File: config.mk
export PLATFORM = sky130hd
export DESIGN_NAME = piso_ser_ctrl_flat
export DESIGN_NICKNAME = d
export VERILOG_FILES = /design/src/rtl/piso_ser_ctrl_if.sv /design/src/rtl/piso_ser_ctrl.sv /design/src/flat_wrapper.sv
export SDC_FILE = /design/constraint.sdc
export NUM_CORES = 1
export LEC_CHECK = 0
export CAP_MARGIN = 0
export CORE_MARGIN = 5
export CORE_UTILIZATION = 40
export CTS_BUF_LIST = sky130_fd_sc_hd__clkbuf_16
export DETAILED_ROUTE_END_ITERATION = 10
export GPL_TIMING_DRIVEN = 0
export PLACE_DENSITY = 0.64
export SETUP_SLACK_MARGIN = 0.1
export SYNTH_ARGS = -nofsm -noshare
export SYNTH_HDL_FRONTEND = slang
export SYNTH_SLANG_ARGS = --single-unit
File: constraint.sdc
create_clock -name clk -period 3 [get_ports clk]
set_input_delay 0.6 -clock clk [delete_from_list [all_inputs] [get_ports clk]]
set_output_delay 0.6 -clock clk [all_outputs]
set_load 0.03 [all_outputs]
File: src/rtl/piso_ser_ctrl_if.sv
// Producer handshake and bit-serial consumer bundle for piso_ser_ctrl.
// master = the environment side, slave = the controller side.
interface piso_ser_ctrl_if #(
  parameter int WIDTH = 4
);
  logic             in_valid;
  logic [WIDTH-1:0] in_data;
  logic             in_ready;
  logic             ser_en;
  logic             sout;
  logic             sout_valid;
  logic             sof;
  logic             eof;
  logic             busy;

  modport master (
    output in_valid, in_data, ser_en,
    input  in_ready, sout, sout_valid, sof, eof, busy
  );

  modport slave (
    input  in_valid, in_data, ser_en,
    output in_ready, sout, sout_valid, sof, eof, busy
  );
endinterface

File: src/rtl/piso_ser_ctrl.sv
// Parallel-in/serial-out sequencer: one-word holding buffer, shift register and
// IDLE/SHIFT/GAP framing FSM with first/last-bit strobes. All outputs registered.
module piso_ser_ctrl #(
  parameter int          WIDTH     = 4,
  parameter int unsigned GAP       = 0,
  parameter bit          LSB_FIRST = 1'b1
) (
  input logic            clk,
  input logic            rst_n,
  piso_ser_ctrl_if.slave bus
);
  localparam int               CNT_W    = $clog2(WIDTH);
  localparam logic [CNT_W-1:0] CNT_LAST = CNT_W'(WIDTH - 1);
  localparam logic [CNT_W-1:0] CNT_ONE  = CNT_W'(1);
  localparam bit               HAS_GAP  = (GAP > 0);
  localparam logic [7:0]       GAP_LOAD = HAS_GAP ? 8'(GAP - 1) : 8'd0;

  localparam logic [1:0] S_IDLE  = 2'd0;
  localparam logic [1:0] S_SHIFT = 2'd1;
  localparam logic [1:0] S_GAP   = 2'd2;

  logic [1:0]       state_q, state_d;
  logic [WIDTH-1:0] sr_q, sr_d;
  logic [CNT_W-1:0] cnt_q, cnt_d;
  logic [7:0]       gap_q, gap_d;
  logic [WIDTH-1:0] hold_buf_q, hold_buf_d;
  logic             hold_full_q, hold_full_d;
  logic             in_ready_q, in_ready_d;
  logic             sout_q, sout_d;
  logic             sout_valid_q, sout_valid_d;
  logic             sof_q, sof_d;
  logic             eof_q, eof_d;
  logic             busy_q, busy_d;
  logic             load_s;
  logic             accept_s;

  function automatic logic out_bit(input logic [WIDTH-1:0] sr);
    return LSB_FIRST ? sr[0] : sr[WIDTH-1];
  endfunction

  function automatic logic [WIDTH-1:0] shift_next(input logic [WIDTH-1:0] sr);
    return LSB_FIRST ? {1'b0, sr[WIDTH-1:1]} : {sr[WIDTH-2:0], 1'b0};
  endfunction

  assign accept_s = bus.in_valid & in_ready_q;

  // Framing FSM, shift datapath and holding-buffer next state.
  always_comb begin
    state_d     = state_q;
    sr_d        = sr_q;
    cnt_d       = cnt_q;
    gap_d       = gap_q;
    hold_buf_d  = hold_buf_q;
    hold_full_d = hold_full_q;
    load_s      = 1'b0;

    case (state_q)
      S_IDLE: begin
        if (hold_full_q) begin
          load_s = 1'b1;
        end else begin
          state_d = S_IDLE;
        end
      end
      S_SHIFT: begin
        if (!bus.ser_en) begin
          state_d = S_SHIFT;
        end else if (cnt_q != CNT_LAST) begin
          sr_d  = shift_next(sr_q);
          cnt_d = cnt_q + CNT_ONE;
        end else if (HAS_GAP) begin
          state_d = S_GAP;
          gap_d   = GAP_LOAD;
        end else if (hold_full_q) begin
          load_s = 1'b1;
        end else begin
          state_d = S_IDLE;
        end
      end
      S_GAP: begin
        if (gap_q != 8'd0) begin
          gap_d = gap_q - 8'd1;
        end else if (hold_full_q) begin
          load_s = 1'b1;
        end else begin
          state_d = S_IDLE;
        end
      end
      default: begin
        state_d = S_IDLE;
      end
    endcase

    // A load needs hold_full and an accept needs it clear, so they are exclusive.
    if (load_s) begin
      sr_d        = hold_buf_q;
      cnt_d       = {CNT_W{1'b0}};
      state_d     = S_SHIFT;
      hold_full_d = 1'b0;
    end else if (accept_s) begin
      hold_buf_d  = bus.in_data;
      hold_full_d = 1'b1;
    end else begin
      hold_full_d = hold_full_q;
    end
  end

  // Output decode from next state so every port comes straight from a flop.
  always_comb begin
    sout_valid_d = (state_d == S_SHIFT);
    sout_d       = sout_valid_d & out_bit(sr_d);
    sof_d        = sout_valid_d & (cnt_d == {CNT_W{1'b0}});
    eof_d        = sout_valid_d & (cnt_d == CNT_LAST);
    busy_d       = (state_d != S_IDLE) | hold_full_d;
    in_ready_d   = ~hold_full_d;
  end

  // State and output registers; reset also discards any in-flight frame.
  always_ff @(posedge clk or negedge rst_n) begin
    if (!rst_n) begin
      state_q      <= S_IDLE;
      sr_q         <= {WIDTH{1'b0}};
      cnt_q        <= {CNT_W{1'b0}};
      gap_q        <= 8'd0;
      hold_buf_q   <= {WIDTH{1'b0}};
      hold_full_q  <= 1'b0;
      in_ready_q   <= 1'b0;
      sout_q       <= 1'b0;
      sout_valid_q <= 1'b0;
      sof_q        <= 1'b0;
      eof_q        <= 1'b0;
      busy_q       <= 1'b0;
    end else begin
      state_q      <= state_d;
      sr_q         <= sr_d;
      cnt_q        <= cnt_d;
      gap_q        <= gap_d;
      hold_buf_q   <= hold_buf_d;
      hold_full_q  <= hold_full_d;
      in_ready_q   <= in_ready_d;
      sout_q       <= sout_d;
      sout_valid_q <= sout_valid_d;
      sof_q        <= sof_d;
      eof_q        <= eof_d;
      busy_q       <= busy_d;
    end
  end

  assign bus.in_ready   = in_ready_q;
  assign bus.sout       = sout_q;
  assign bus.sout_valid = sout_valid_q;
  assign bus.sof        = sof_q;
  assign bus.eof        = eof_q;
  assign bus.busy       = busy_q;
endmodule

File: src/flat_wrapper.sv
// flat-port wrapper written by rule: the top's interface ports become plain ports
module piso_ser_ctrl_flat 
#(
  parameter int          WIDTH     = 4,
  parameter int unsigned GAP       = 0,
  parameter bit          LSB_FIRST = 1'b1
)
  (clk, rst_n, bus_in_valid, bus_in_data, bus_ser_en, bus_in_ready, bus_sout, bus_sout_valid, bus_sof, bus_eof, bus_busy);
  piso_ser_ctrl_if #(.WIDTH(WIDTH)) bus_i ();
  input logic clk;
  input logic rst_n;
  input wire logic [$bits(bus_i.in_valid)-1:0] bus_in_valid;
  input wire logic [$bits(bus_i.in_data)-1:0] bus_in_data;
  input wire logic [$bits(bus_i.ser_en)-1:0] bus_ser_en;
  output wire logic [$bits(bus_i.in_ready)-1:0] bus_in_ready;
  output wire logic [$bits(bus_i.sout)-1:0] bus_sout;
  output wire logic [$bits(bus_i.sout_valid)-1:0] bus_sout_valid;
  output wire logic [$bits(bus_i.sof)-1:0] bus_sof;
  output wire logic [$bits(bus_i.eof)-1:0] bus_eof;
  output wire logic [$bits(bus_i.busy)-1:0] bus_busy;
  assign bus_i.in_valid = bus_in_valid;
  assign bus_i.in_data = bus_in_data;
  assign bus_i.ser_en = bus_ser_en;
  assign bus_in_ready = bus_i.in_ready;
  assign bus_sout = bus_i.sout;
  assign bus_sout_valid = bus_i.sout_valid;
  assign bus_sof = bus_i.sof;
  assign bus_eof = bus_i.eof;
  assign bus_busy = bus_i.busy;
  piso_ser_ctrl #(.WIDTH(WIDTH), .GAP(GAP), .LSB_FIRST(LSB_FIRST)) u_core (.clk(clk), .rst_n(rst_n), .bus(bus_i));
endmodule
After elaboration in Yosys (flattened, before gate mapping)
Cells that the tools add are included.
- bits in registers: 27
- bits of input ports: 8
- logic and storage cells: 58
- mux-type cells: 21
- equal/unequal tests: 5
- reductions and logical operators: 10
- add/subtract/negate cells: 2
- bitwise operators: 7
- operators by type and width (operator ; count):
    2-bit two-way mux ; 9
    4-bit two-way mux ; 4
    2-bit nonzero test ; 4
    8-bit nonzero test ; 1
    8-bit by 1-bit subtractor with 8-bit output, second input constant ; 1
    1-bit two-way mux ; 6
    2-bit one-hot mux with 3 select lines ; 1
    1-bit bitwise AND ; 4
    2-bit by 1-bit == test with 1-bit output, second input constant ; 2
    2-bit == test, second input constant ; 2
    2-bit zero test ; 2
    2-bit AND reduction ; 2
    1-bit one-hot mux with 3 select lines ; 1
    3-bit AND reduction ; 1
    2-bit by 1-bit adder with 2-bit output, second input constant ; 1
    2-bit != test, second input constant ; 1
    1-bit NOT ; 2
    1-bit OR ; 1

Longest topological paths before layout
- depth after elaboration: 7
- mapped depth: 7

Worst setup path after synthesis
No wires, ideal clock.
- path kind: register to register
- start point: register u_core.gap_q[0]
- end point: register u_core.hold_buf_q[0]
- period minus slack after synthesis: 1.733 ns
- data arrival time: 1.608 ns
- path buffers: 0
- path slack: 1.267 ns
- stages on the path, launching flop included: 7
- library setup time: 0.125 ns
- cell sequence: dfrtp_1 -> inv_1 -> ha_1 -> nor3b_2 -> a21oi_4 -> o211a_4 -> mux2_4
- cells in the longest elaborated chain, start to end: 5
- RTL lines (item ; line ; text):
    start, declared ; piso_ser_ctrl.sv:25 ; logic [7:0] gap_q, gap_d;
    start signal, assigned ; piso_ser_ctrl.sv:137 ; gap_q <= gap_d;
    8-bit nonzero test ; piso_ser_ctrl.sv:81 ; if (gap_q != 8'd0) begin
    1-bit two-way mux ; piso_ser_ctrl.sv:81 ;
    1-bit one-hot mux with 3 select lines ; piso_ser_ctrl.sv:57 ; case (state_q)
    1-bit NOT (no line) ; n/a ;
    2-bit AND reduction (no line) ; n/a ;
    end signal, assigned ; piso_ser_ctrl.sv:125 ; hold_buf_q <= {WIDTH{1'b0}};
    end signal, assigned ; piso_ser_ctrl.sv:138 ; hold_buf_q <= hold_buf_d;
    end, declared ; piso_ser_ctrl.sv:26 ; logic [WIDTH-1:0] hold_buf_q, hold_buf_d;
No other way between the ends.
A chain may end at the register's enable or synchronous reset.

Worst setup path in the final report
- start point: input bus_ser_en
- end point: register u_core.sout_q, in the netlist u_core.bus.sout
- cells in the longest elaborated chain, start to end: 5
- RTL lines (item ; line ; text):
    start, declared ; flat_wrapper.sv:14 ; input wire logic [$bits(bus_i.ser_en)-1:0] bus_ser_en;
    2-bit two-way mux or 1-bit two-way mux (tied branches) ; piso_ser_ctrl.sv:66 ; if (!bus.ser_en) begin
    2-bit one-hot mux with 3 select lines or 1-bit one-hot mux with 3 select lines (tied branches) ; piso_ser_ctrl.sv:57 ;
    2-bit two-way mux ; piso_ser_ctrl.sv:95 ; if (load_s) begin
    2-bit by 1-bit == test with 1-bit output ; piso_ser_ctrl.sv:110 ; sout_valid_d = (state_d == S_SHIFT);
    1-bit bitwise AND (*) ; piso_ser_ctrl.sv:111 ; sout_d = sout_valid_d & out_bit(sr_d);
    net u_core.sout_d ; piso_ser_ctrl.sv:29 ; logic sout_q, sout_d;
    end signal, assigned ; piso_ser_ctrl.sv:141 ; sout_q <= sout_d;
    end, declared ; piso_ser_ctrl.sv:29 ;
Mark *: on every way through the listed nets, which the timed path passes. The rest lies on a longest branch. The select of a mux whose other input is x is not followed.

==> results.cfg <==
[critical_path]
crit_type = input pin to register
rr_startpoint = u_core.gap_q[0]$_DFFE_PN0P_
r2r-end = u_core.sr_q[2]$_DFFE_PN0P_
cp_max_fo = 7
cp_num_cells = 6
crit_family = buffers and inverters
slowest_delay_ns = 0.54
reg2reg_slack_ns = 1.13
arrival_ns = 2.15
worstPathRequired_ns = 3.15
crit_buf_inv = 2
critPathLaunch = bus_ser_en
critPathSlowestCell = clkdlybuf4s50_1
crit_chain = clkdlybuf4s50_1 -> and3b_1 -> clkbuf_1 -> nand2_1 -> mux2_2 -> o211a_1
r2r_cells = 7
start_kind = input pin
crit_path_end_kind = register

[final_layout]
drive_gt1_share_pct = 17.1
fin_nets = 128
instances_no_fill = 161
n_antenna_cell = 0
mostFrequentLayoutCells = dfrtp_1, clkdlybuf4s50_1, nor2_1
area_growth_pct = 21.2
final_common_cell = dfrtp_1
nFillCells = 273

[grt]
grt_overflow = 0
grt_pass1_vias = 867
grt_usage_pct = 11.9
grt_start_max_net_pins = 28
antenna_found_initial = 0
grt_first_pass_wirelength_um = 3950

[timing]
period_needed_ns = 2.00
fmax_mhz = 500
finClkSkew_ns = 0.00377
final.setup.tns_ns = 0
hold_viol = 0
rsz0062_at_grt = no
finalSetupViolations = 0
tightest_slew_ns = 1.16
slew_violations = 0
maxSlewHeadroom_pct = 22.2
finalCritPeriodShare_pct = 66.6

[logic_synthesis]
synth_ff_type = dfrtp_1
yosys.area_share.simple_pct = 16.6
synthTopCellsByArea = dfrtp_1, xnor2_1, mux2_4, nand3_1, nor2_1
synthMuxAreaShare_pct = 6.53
synth_top_family_by_area = simple AND/OR/NAND/NOR gates
synthCells = 100
synth_xor_xnor_area_share_pct = 4.92
synth_top_cell_area_share_pct = 54.2
avgSynthCellArea_um2 = 12.5
ys_async_sr_fraction_pct = 100
synth_area_leader_cell = dfrtp_1
syn_area_um2 = 1250
synth_compound_area_share_pct = 13.3
synth.distinct_cells = 38
syn_nets = 110
synthAdderAreaFrac_pct = 2.01
ys_ff_latch = 27
yosys_warnings = 0
ys_seq_area_share_pct = 54.2
synth_edf_count = 0

[routing]
wl_um = 2160
ant_nets = 0
num_vias = 799
drtPass1Iterations = 2
drt_iter0_markers = 55
drcViolationCount = 0
via_per_inst = 4.96
routedWlPerCell_um = 13.4

[cts]
clk_latency_ns = 0.26
post-cts-setup-buffers = 0
cts_tree = done
cts_made_buffers = 3
clk_pin_slew_ns = 0.06
cts_hold_buf = 0
cts_sinks = 27
cts_resized = 0
cts_max_level = 1
cts_root_buffer = clkbuf_16
cts.path.max_buffers = 2

[floorplan]
fp.dieH_um = 65.8
coreArea_um2 = 3030
initial_core_util_pct = 41.2
rows = 20
boundaryPins = 14
die-width_um = 65.8
die_area_um2 = 4330

[pwr]
p_int_uw = 906
clkPwrFrac_pct = 22.0
power.switching_uw = 435
p_seq_share_pct = 40.9
power_density_nw_per_um2 = 887
ir_drop_v = 0.000341
p_comb_share_pct = 37.1
sw_frac_of_total_pct = 32.4
power_leakage_nw = 0.643

[place]
place_congestion = 0.706
place_inst = 157
hpwl_um = 1560
port-buffer-count = 13

[flow_run]
cap_violations = 0

[hold_path]
min_to = u_core.sr_q[3]$_DFFE_PN0P_
worstHoldPathType = register to register
hold_path_depth = 1
min_from = u_core.sr_q[3]$_DFFE_PN0P_

[outcome]
status = finished clean
==> kinds of logic (layout without fill, tap and decap cells) <==
family / Yosys count / count (layout)
fa+ha+maj: 2 / 2
buf+inv: 7 / 24
mux: 6 / 6
xor+xnor: 7 / 7
compound gates: 17 / 17
flops: 27 / 27
simple gates: 34 / 34
==> cell type report <==
class                   count  area, um2  share of cell area (%)
flip-flops and latches     27        676                    44.7
multi-input cells          66        539                    35.7
repair buffers             13        130                    8.62
clock buffers               3       75.1                    4.97
well taps                  44       55.1                    3.65
plain buffers               3       16.3                    1.08
inverters                   4       15.0                   0.994
clock inverters             1       3.75                   0.249
==> synthesized netlist by cell type (2+ instances only) <==
cell type	n
dfrtp_1	27
nor2_1	8
xnor2_1	7
nand3_1	6
nand2_1	5
inv_1	4
mux2_4	4
a21oi_1	3
a221o_1	2
a22o_1	2
and3_1	2
ha_1	2
nor3_1	2
o21a_1	2
==> metal layers <==
layer  global-route usage, %  up-vias  part of all wire, %
li1                        -      388                    -
met1                    15.7      398                   50
met2                    19.1       11                   46
met3                    1.70        2                  2.6
met4                    5.44        0                  1.3
met5                       0        -                    0
==> power by group through the flow <==
stage	Clock [mW]	Combinational, mW	Sequential, mW
2_1_floorplan	0	0.303	0.600
3_3_place_gp	0	0.491	0.551
3_5_place_dp	0	0.502	0.554
4_1_cts	0.300	0.504	0.549
5_1_grt	0.315	0.544	0.568
6_report	0.295	0.497	0.548
==> worst max-delay path by stage <==
| stage | end | slack [ns] |
|---|---|---|
| 6_report | u_core.bus.sout$_DFF_PN0_ | 1.00 |
| 2_1_floorplan | u_core.hold_buf_q[0]$_DFFE_PN0P_ | 1.27 |
| 5_1_grt | u_core.bus.sout$_DFF_PN0_ | 0.91 |
| 3_5_place_dp | u_core.bus.sout$_DFF_PN0_ | 0.73 |
| 4_1_cts | u_core.bus.sout$_DFF_PN0_ | 1.0 |
| 3_3_place_gp | u_core.bus.sout$_DFF_PN0_ | 0.76 |
==> flip-flops by register name, summed over array words and instances, names as in the netlist <==
signal / flops
u_core.bus.sof: 1
u_core.cnt_q: 2
u_core.bus.sout_valid: 1
u_core.bus.in_ready: 1
u_core.hold_buf_q: 4
u_core.bus.eof: 1
u_core.state_q: 2
u_core.bus.sout: 1
u_core.bus.busy: 1
u_core.hold_full_q: 1
u_core.gap_q: 8
u_core.sr_q: 4
==> through the flow <==
stage	hold slack, ns	power, mW	utilization (%)	instance area (um2)	setup slack, ns
floorplan	0.304	0.903	-	1250	1.27
global placement	0.479	1.04	47.3	1430	0.756
detailed placement	0.480	1.06	47.3	1430	0.735
CTS	0.499	1.35	49.9	1510	0.997
global route	0.524	1.43	49.9	1510	0.909
finish	0.502	1.34	49.9	1510	1.00
No activity file was read; power rests on OpenSTA's default activity.
==> patch, RTL diff (same settings) <==
`WIDTH` is set to 4 in 3 places; all go to 8.
--- a/src/rtl/piso_ser_ctrl_if.sv
+++ b/src/rtl/piso_ser_ctrl_if.sv
@@ -1,7 +1,7 @@
 // Producer handshake and bit-serial consumer bundle for piso_ser_ctrl.
 // master = the environment side, slave = the controller side.
 interface piso_ser_ctrl_if #(
-  parameter int WIDTH = 4
+  parameter int WIDTH = 8
 );
   logic             in_valid;
   logic [WIDTH-1:0] in_data;
--- a/src/rtl/piso_ser_ctrl.sv
+++ b/src/rtl/piso_ser_ctrl.sv
@@ -1,7 +1,7 @@
 // Parallel-in/serial-out sequencer: one-word holding buffer, shift register and
 // IDLE/SHIFT/GAP framing FSM with first/last-bit strobes. All outputs registered.
 module piso_ser_ctrl #(
-  parameter int          WIDTH     = 4,
+  parameter int          WIDTH     = 8,
   parameter int unsigned GAP       = 0,
   parameter bit          LSB_FIRST = 1'b1
 ) (
--- a/src/flat_wrapper.sv
+++ b/src/flat_wrapper.sv
@@ -1,7 +1,7 @@
 // flat-port wrapper written by rule: the top's interface ports become plain ports
 module piso_ser_ctrl_flat 
 #(
-  parameter int          WIDTH     = 4,
+  parameter int          WIDTH     = 8,
   parameter int unsigned GAP       = 0,
   parameter bit          LSB_FIRST = 1'b1
 )
Ports: changed (resized bus_in_data); port bits go from 14 to 18. No check against the original RTL was run, so the function may have changed too.
==> patch against the unedited design <==
Setup slack got worse by 0.18 ns; clock power up 61%; largest cell class unchanged; sequential power up 32%; sequential cell count grew 9; synthesized area is 37% higher; final area is 37% higher; critical endpoint is now u_core.bus.in_ready; final cell count rose by 44%; power up 37%; maximum frequency is 8.2% lower; wire length increased by 66%; combinational power up 29%.
==> patch: results (changes against the unedited design) <==
crit path max fanout 9 (+2); Total Routing Usage GR 13.8% (+1.9 points); grt met1 use 17.8% (+2.1 points); post-synthesis xor/xnor area fraction 4.10% (-0.82 points); Synth Area in Compound Gates 19.3% (+6.1 points); nets@finish 196 (+53%); vias per std cell 5.58 (+12%); IO buf count 17 (+4); CP top delay family compound AO/OA/AOI/OAI gates; Routability Congestion 0.826 (+17%); top flop regs u_core.gap_q: 8 flops, u_core.hold_buf_q: 8 flops, u_core.sr_q: 8 flops; Final Skew 0.00553 ns (+0.00176 ns); dpl hpwl 2560 um (+64%); Worst Tran Pin Value 0.796 ns (-0.368 ns); M2 GR Usage 21.8% (+2.6 points); peak supply drop 0.412 mV (+21%); clock tree root buffer cell clkbuf_16; CTS buffer count 5 (+2); post-CTS setup buffers 0 (unchanged); Placed Cells incl. Taps 224 (+43%); Area contributors post-synth dfrtp_1 53%, xnor2_1 4.1%, a221o_1 3.5%, a311o_1 3.5%, nand2_1 3.3%; met3 Usage GRT 4.75% (+3.0 points); Worst-path clk slew 0.06 ns (about the same); top cells by count, synth 36 x dfrtp_1, 15 x nand2_1, 10 x a21oi_1, 8 x nor2_1, 8 x xnor2_1; status complete, no violations; arrival time at the worst endpoint 2.29 ns (+0.14 ns); leakage 0.880 nW (+37%); HP Class in2async; WL per Instance 15.5 um (+15%); met2 wire length 1680 um (+69%); post-synthesis mux area share 1.17% (-5.4 points); met1 WL 1670 um (+55%); Adder-Cell Fraction of Synth Area 2.19% (+0.19 points); number of global-route vias before repair 1247 (+44%); WL met3 218 um (+280%); Syn Inst Count 157 (+57%); P_int 1.21 mW (+34%); Reg2Reg Setup Slack 0.82 ns (-0.31 ns); share of synthesized area occupied by flip-flops and latches 52.7% (-1.5 points); htree depth 2 (+1); layout cells sized above 1 7.14% (-10 points); drt pass-1 iters 4 (+2); first-pass GRT wire length 5890 um (+49%); Syn Nets 172 (+56%); DR iter-0 viols 56 (+1.8%); Yosys cell types 41 (+7.9%); largest net degree at the start of global routing 37 (+32%); Detailed Route WL 3590 um (+66%); CP max-delay cell o21ai_1
==> patch: power by group through the flow <==
stage               sequential [mW]  clock (mW)  combinational [mW]
floorplan                     0.743           0               0.435
global placement              0.715           0               0.608
detailed placement            0.726           0               0.637
CTS                           0.719       0.489               0.641
global route                  0.736       0.513               0.709
finish                        0.721       0.475               0.639
==> patch: cell type report <==
| class | count | area, um2 |
|---|---|---|
| Buffer | 6 | 30.0 |
| Tap cell | 50 | 62.6 |
| Clock inverter | 3 | 11.3 |
| Multi-Input combinational cell | 109 | 757 |
| Inverter | 6 | 22.5 |
| Timing Repair Buffer | 17 | 165 |
| Fill cell | 386 | 2010 |
| Sequential cell | 36 | 901 |
| Clock buffer | 5 | 125 |
==> patch: through the flow <==
stage | setup slack [ns] | area, um2 | hold WS (ns) | power [mW]
2_1_floorplan | 1.03 | 1710 | 0.304 | 1.18
3_3_place_gp | 0.560 | 1940 | 0.457 | 1.32
3_5_place_dp | 0.588 | 1940 | 0.455 | 1.36
4_1_cts | 0.800 | 2070 | 0.440 | 1.85
5_1_grt | 0.654 | 2070 | 0.483 | 1.96
6_report | 0.822 | 2070 | 0.407 | 1.84
==> patch: final timing paths <==
kind | cells after the start | from | endpoint
max in group asynchronous | 1 | rst_n | u_core.gap_q[3]
hold reg to reg | 1 | u_core.gap_q[7] | u_core.gap_q[7]
setup / recovery | 6 | u_core.cnt_q[0] | u_core.bus.in_ready
setup reg to reg | 6 | u_core.cnt_q[0] | u_core.bus.in_ready
min in group clk | 1 | u_core.gap_q[7] | u_core.gap_q[7]
hold / removal | 1 | rst_n | u_core.bus.sout_valid
